### src/rtl/img_pingpong_buffer.sv
// Two-bank (ping-pong) image buffer: packs BUS_W-bit words into a flat frame while the other bank is consumed.
// Define IMG_BUF_STATS_EN to build the frame_cnt/drop_cnt counters; otherwise both ports read zero.
module img_pingpong_buffer #(
  parameter int IMG_W = 30,
  parameter int IMG_H = 30,
  parameter int BUS_W = 8,
  localparam int NWORDS = (IMG_W * IMG_H + BUS_W - 1) / BUS_W,
  localparam int TOTAL_BITS = NWORDS * BUS_W,
  localparam int CW = $clog2(NWORDS + 1)
) (
  input  logic                  clk,
  input  logic                  rst_n,
  input  logic                  clear,
  input  logic [BUS_W-1:0]      wr_data,
  input  logic                  wr_valid,
  input  logic                  wr_last,
  output logic                  wr_ready,
  output logic [CW-1:0]         wr_count,
  output logic                  img_valid,
  input  logic                  img_ready,
  output logic [TOTAL_BITS-1:0] img_out,
  output logic                  overflow_err,
  output logic [15:0]           frame_cnt,
  output logic [15:0]           drop_cnt
);

  logic [TOTAL_BITS-1:0] bank_data [2];
  logic [1:0]            bank_full;
  logic                  wr_bank;
  logic                  rd_bank;
  logic [CW-1:0]         wr_ptr;

  logic wr_accept;
  logic wr_reject;
  logic wr_close;
  logic rd_release;

  // Handshakes: a word transfers on a clock edge where wr_valid && wr_ready; a frame is
  // released on an edge where img_valid && img_ready. Ready/valid only depend on registered state.
  assign wr_ready   = ~bank_full[wr_bank];
  assign img_valid  = bank_full[rd_bank];
  assign img_out    = bank_data[rd_bank];
  assign wr_count   = wr_ptr;

  assign wr_accept  = wr_valid && wr_ready;
  assign wr_reject  = wr_valid && !wr_ready;
  assign wr_close   = wr_accept && (wr_last || (wr_ptr == CW'(NWORDS - 1)));
  assign rd_release = img_valid && img_ready;

  // A bank being released is FULL and a bank being written is FREE, so the two never collide.
  for (genvar b = 0; b < 2; b++) begin : g_bank
    always_ff @(posedge clk or negedge rst_n) begin
      if (!rst_n) begin
        bank_data[b] <= '0;
      end else if (clear) begin
        bank_data[b] <= '0;
      end else if (rd_release && (rd_bank == 1'(b))) begin
        bank_data[b] <= '0;
      end else if (wr_accept && (wr_bank == 1'(b))) begin
        for (int w = 0; w < NWORDS; w++) begin
          if (wr_ptr == CW'(w)) begin
            bank_data[b][w*BUS_W +: BUS_W] <= wr_data;
          end
        end
      end
    end
  end

  always_ff @(posedge clk or negedge rst_n) begin
    if (!rst_n) begin
      bank_full    <= 2'b00;
      wr_bank      <= 1'b0;
      rd_bank      <= 1'b0;
      wr_ptr       <= '0;
      overflow_err <= 1'b0;
    end else if (clear) begin
      bank_full    <= 2'b00;
      wr_bank      <= 1'b0;
      rd_bank      <= 1'b0;
      wr_ptr       <= '0;
      overflow_err <= 1'b0;
    end else begin
      if (wr_accept) begin
        wr_ptr <= wr_close ? '0 : wr_ptr + CW'(1);
      end
      if (wr_close) begin
        bank_full[wr_bank] <= 1'b1;
        wr_bank            <= ~wr_bank;
      end
      if (rd_release) begin
        bank_full[rd_bank] <= 1'b0;
        rd_bank            <= ~rd_bank;
      end
      if (wr_reject) begin
        overflow_err <= 1'b1;
      end
    end
  end

`ifdef IMG_BUF_STATS_EN
  logic [15:0] frame_q;
  logic [15:0] drop_q;

  // Both counters saturate rather than wrap.
  always_ff @(posedge clk or negedge rst_n) begin
    if (!rst_n) begin
      frame_q <= '0;
      drop_q  <= '0;
    end else if (clear) begin
      frame_q <= '0;
      drop_q  <= '0;
    end else begin
      if (wr_close && (frame_q != 16'hFFFF)) begin
        frame_q <= frame_q + 16'd1;
      end
      if (wr_reject && (drop_q != 16'hFFFF)) begin
        drop_q <= drop_q + 16'd1;
      end
    end
  end

  assign frame_cnt = frame_q;
  assign drop_cnt  = drop_q;
`else
  assign frame_cnt = 16'd0;
  assign drop_cnt  = 16'd0;
`endif

endmodule

### config.mk
export PLATFORM = sky130hd
export DESIGN_NAME = img_pingpong_buffer
export DESIGN_NICKNAME = d
export VERILOG_FILES = /design/src/rtl/img_pingpong_buffer.sv
export SDC_FILE = /design/constraint.sdc
export NUM_CORES = 2
export LEC_CHECK = 0
export CAP_MARGIN = 10
export CORE_MARGIN = 1
export CORE_UTILIZATION = 50
export CTS_BUF_LIST = sky130_fd_sc_hd__clkbuf_4
export CTS_CLUSTER_DIAMETER = 40
export DETAILED_ROUTE_END_ITERATION = 8
export PLACE_DENSITY = 0.72
export RECOVER_POWER = 25
export SETUP_SLACK_MARGIN = 0.5
export SYNTH_ARGS = -nofsm -noshare
export SYNTH_HDL_FRONTEND = slang
export SYNTH_SLANG_ARGS = --single-unit
### constraint.sdc
create_clock -name clk -period 3 [get_ports clk]
set_clock_uncertainty 0.1 [all_clocks]
set_input_delay 0.3 -clock clk [delete_from_list [all_inputs] [get_ports clk]]
set_output_delay 0.3 -clock clk [all_outputs]
set_load 0.1 [all_outputs]
==> impl_results.md <==
- FP Rows: roughly 150
- PwrDens: 425.8 nW/um2
- CP delay by family, top: buffers and inverters
- #FFs+latches synth: 1820
- Remaining DRCs: 0
- Layout cell share with drive strength beyond 1: 0.3617
- Yosys cell types: 44
- Vias in the first global route: 65960
- Worst Path Buf+Inv: 5
- First-pass GRT wire length: 442500 um
- Via count: 63590
- Hold Fails Final Rpt: 0
- Worst EP arrival: 3.11 ns
- R2r setup slk: 0.15 ns
- Tcrit/Tclk final: 1.169
- CTS tree: built
- Critical path class: reg -> out
- Cells after synthesis: 7302
- MaxCap Viol Count: 1
- Crit-path most repeated cell: buf_12
- CP max-delay cell: dfrtp_4
- Crit-path cells: buf_8 -> buf_12 -> buf_4 -> buf_12 -> mux2_2 -> buf_12
- Main synth FF type: dfrtp_1
- Port Buffers: 927
- Worst endpoint required time: 2.60 ns
- Worst Hold Class: in -> reg
- Metal-1 WL: 117500 um
- NumNets Final: 8510
- Most common cell in the netlist: dfrtp_1
- Num CTS Buffers: between 400 and 500
- Worst R2R Path Depth: 7
- CP peak stage delay: 0.45 ns
- Initial antenna violation count: 2
- Met2 wire len: 139700 um
- CORE AREA: 172100 um2
- Hpwl dp: 193200 um
- Hold Path Origin: wr_data[6]
- Initial core utilization: 0.5049
- Clock-pin transition on the worst setup and hold timing paths: 0.07 ns
- Tightest Pin Transition: 1.621 ns
- Die footprint: 175500 um2
- Reg-to-Reg Start: wr_count[0]
- GP Congestion: 0.8589
- Placed cells: between 10000 and 15000
- Startpoint Class: flip-flop
- CTS sink count: 1820
- Violated checks: max-capacitance violations, max-slew violations, negative setup slack
- Final ANT Viol Nets: 0
- Crit Reg-Reg Endpoint: bank_data[129]
- Cells on Worst Hold Path: 4
- Pin count of the biggest net entering global routing: 113
- Vias per Instance: 5.707
- Minimum clock period: 3.508 ns
- Highest metal used: met4
- Met3 wire len: 18780 um
- Crit-path max FO: 22
- Synth warn: 0
- Total congestion overflow: 0
- Chip Height: 418.9 um
- Lkg Pwr: slightly above 60 nW
- Setup WS post-layout: -0.5076 ns
- Root buf cell: clkbuf_4
- Clock latency on the worst-skew pair: roughly 1.4 ns
- WL/cell: 27.00 um
- Ranking of synthesized cells by area: dfrtp_1 52%, mux2i_1 21%, mux2_2 12%
- Normalized max-slew margin: -0.08091
- Sequential area share after synthesis: 0.5241
- Pre-Repair DR Iteration Count: 7
- Area grow syn2layout: 34.28%
- RSZ-0062 raised after global routing: yes
- Num ports: 960
- Status: finished, violations left
- Max Clk Rate: about 0.29 GHz
- Synth top cells by count: 1820 x dfrtp_1, 1813 x nor2_1, 1809 x mux2i_1
- Fin. max-slew vios: 71
- Overall Global Routing Usage: 0.3382
- Syn Area/Cell: roughly 12 um2
- Post-Route WL: 300800 um
- Clock H-tree levels: 5
- Number of synthesized flops with an enable pin: 0
- Final setup fails: around 1100
- Synthesized cell area: 86900 um2
- Setup crit end kind: output port
- Hold EP: bank_data[878]
- Area leader, netlist: dfrtp_1
- Drt first-iter violations: 5022
- Peak VDD IR: a little under 0.4 mV
- Top cell type's share of synthesized area: 0.5241
- Max Root-Sink Buffers: 4
- Final non-filler cell total: 11140
- Overall die width: between 400 and 500 um
- Asr flop ratio synth: 1.000
- Final Core Density: 0.6779
per-layer routing:
layer  vias to the layer above  global-route usage
met5                         -                   0
met4                         0              0.2438
met3                       761             0.06272
met2                      2518              0.5248
met1                     32850              0.4259
li1                      27460                   -
where the power goes:
group | internal, mW | total, mW | leakage [nW] | switching (mW)
clock network | 11.2 | 21.6 | 3.56 | 10.4
registers | 24.6 | 24.6 | 25.4 | 0.0190
logic | 0.891 | 3.48 | 32.5 | 2.59
tightest hold or removal path: cells and delay by family:
family / cells / cell delay (ns)
buffers and inverters: 2 / 0.92
multiplexers: 1 / 0.28
AND/OR/NAND/NOR: 1 / 0.05
metrics by stage:
step	TNS (ns)	power, mW	hold WS, ns	worst slack, ns	instance area [um2]
final	-392.77	49.68	0.1233	-0.5076	116700
after detailed placement	0	28.18	0.1642	0.02452	108600
after floorplan	0	26.69	-0.09559	0.5062	87040
after CTS	-499.94	49.96	0.02090	-0.6203	116200
after global routing	-509.14	51.50	0.08151	-0.6050	116700
after global placement	0	28.15	0.1666	0.1062	108600
how the worst max path moves through the flow:
stage	end	slack, ns	cells after the start	start
2_1_floorplan	bank_data[775]	0.51	8	wr_count[0]
3_3_place_gp	bank_data[67]	0.11	6	wr_valid
3_5_place_dp	bank_data[96]	0.02	6	wr_valid
4_1_cts	img_out[555]	-0.62	7	rd_bank
5_1_grt	img_out[327]	-0.61	6	rd_bank
6_report	img_out[291]	-0.51	6	rd_bank
cells in the final DEF (no fill, tap or decap), types with 11 or more instances in the layout:
master / count
buf_12: 964
clkinv_2: 12
mux2_4: 109
clkbuf_16: 11
nand3_2: 152
clkbuf_4: 728
mux2_2: 796
buf_4: 206
nor3_4: 65
nor2_1: 1813
clkinv_1: 77
mux2i_1: 1808
buf_6: 20
dfrtp_1: 1812
buf_16: 38
nand3_1: 12
dlygate4sd3_1: 23
conb_1: 32
registers in the layout (all words and copies together) (netlist names):
register / cells
rd_bank: 1
bank_full: 2
wr_bank: 1
bank_data: 1808
overflow_err: 1
wr_count: 7
cell families (layout without fill, tap and decap cells):
group,count (synthesis),count (layout),share of synthesized area
buffers and inverters,632,2124,0.03189
adder cells (fa/ha/maj),4,4,0.0005760
flip-flops,1820,1820,0.5241
other,1,39,0.00004315
AO/OA/AOI/OAI,19,19,0.001368
AND/OR/NAND/NOR,2112,2112,0.1164
multiplexers,2714,2714,0.3257
timing repair:
item                                    CTS  global route
gates resized for setup                 120            83
hold buffers                             27             0
endpoints found under the hold margin  3640             0
gates cloned                             22            14
buffers inserted                         25             8
setup endpoints to repair              1608          2045
area by class of cell:
type                    count  area [um2]
clock inverters            98       495.5
inverters                   4       15.01
flip-flops and latches   1820       45560
well taps                2310        2890
fillers                 12200       55430
clock buffers             722        5420
repair buffers           1300       23040
diodes                      7       17.52
multi-input cells        4881       39240
No activity file was read; power rests on OpenSTA's default activity.
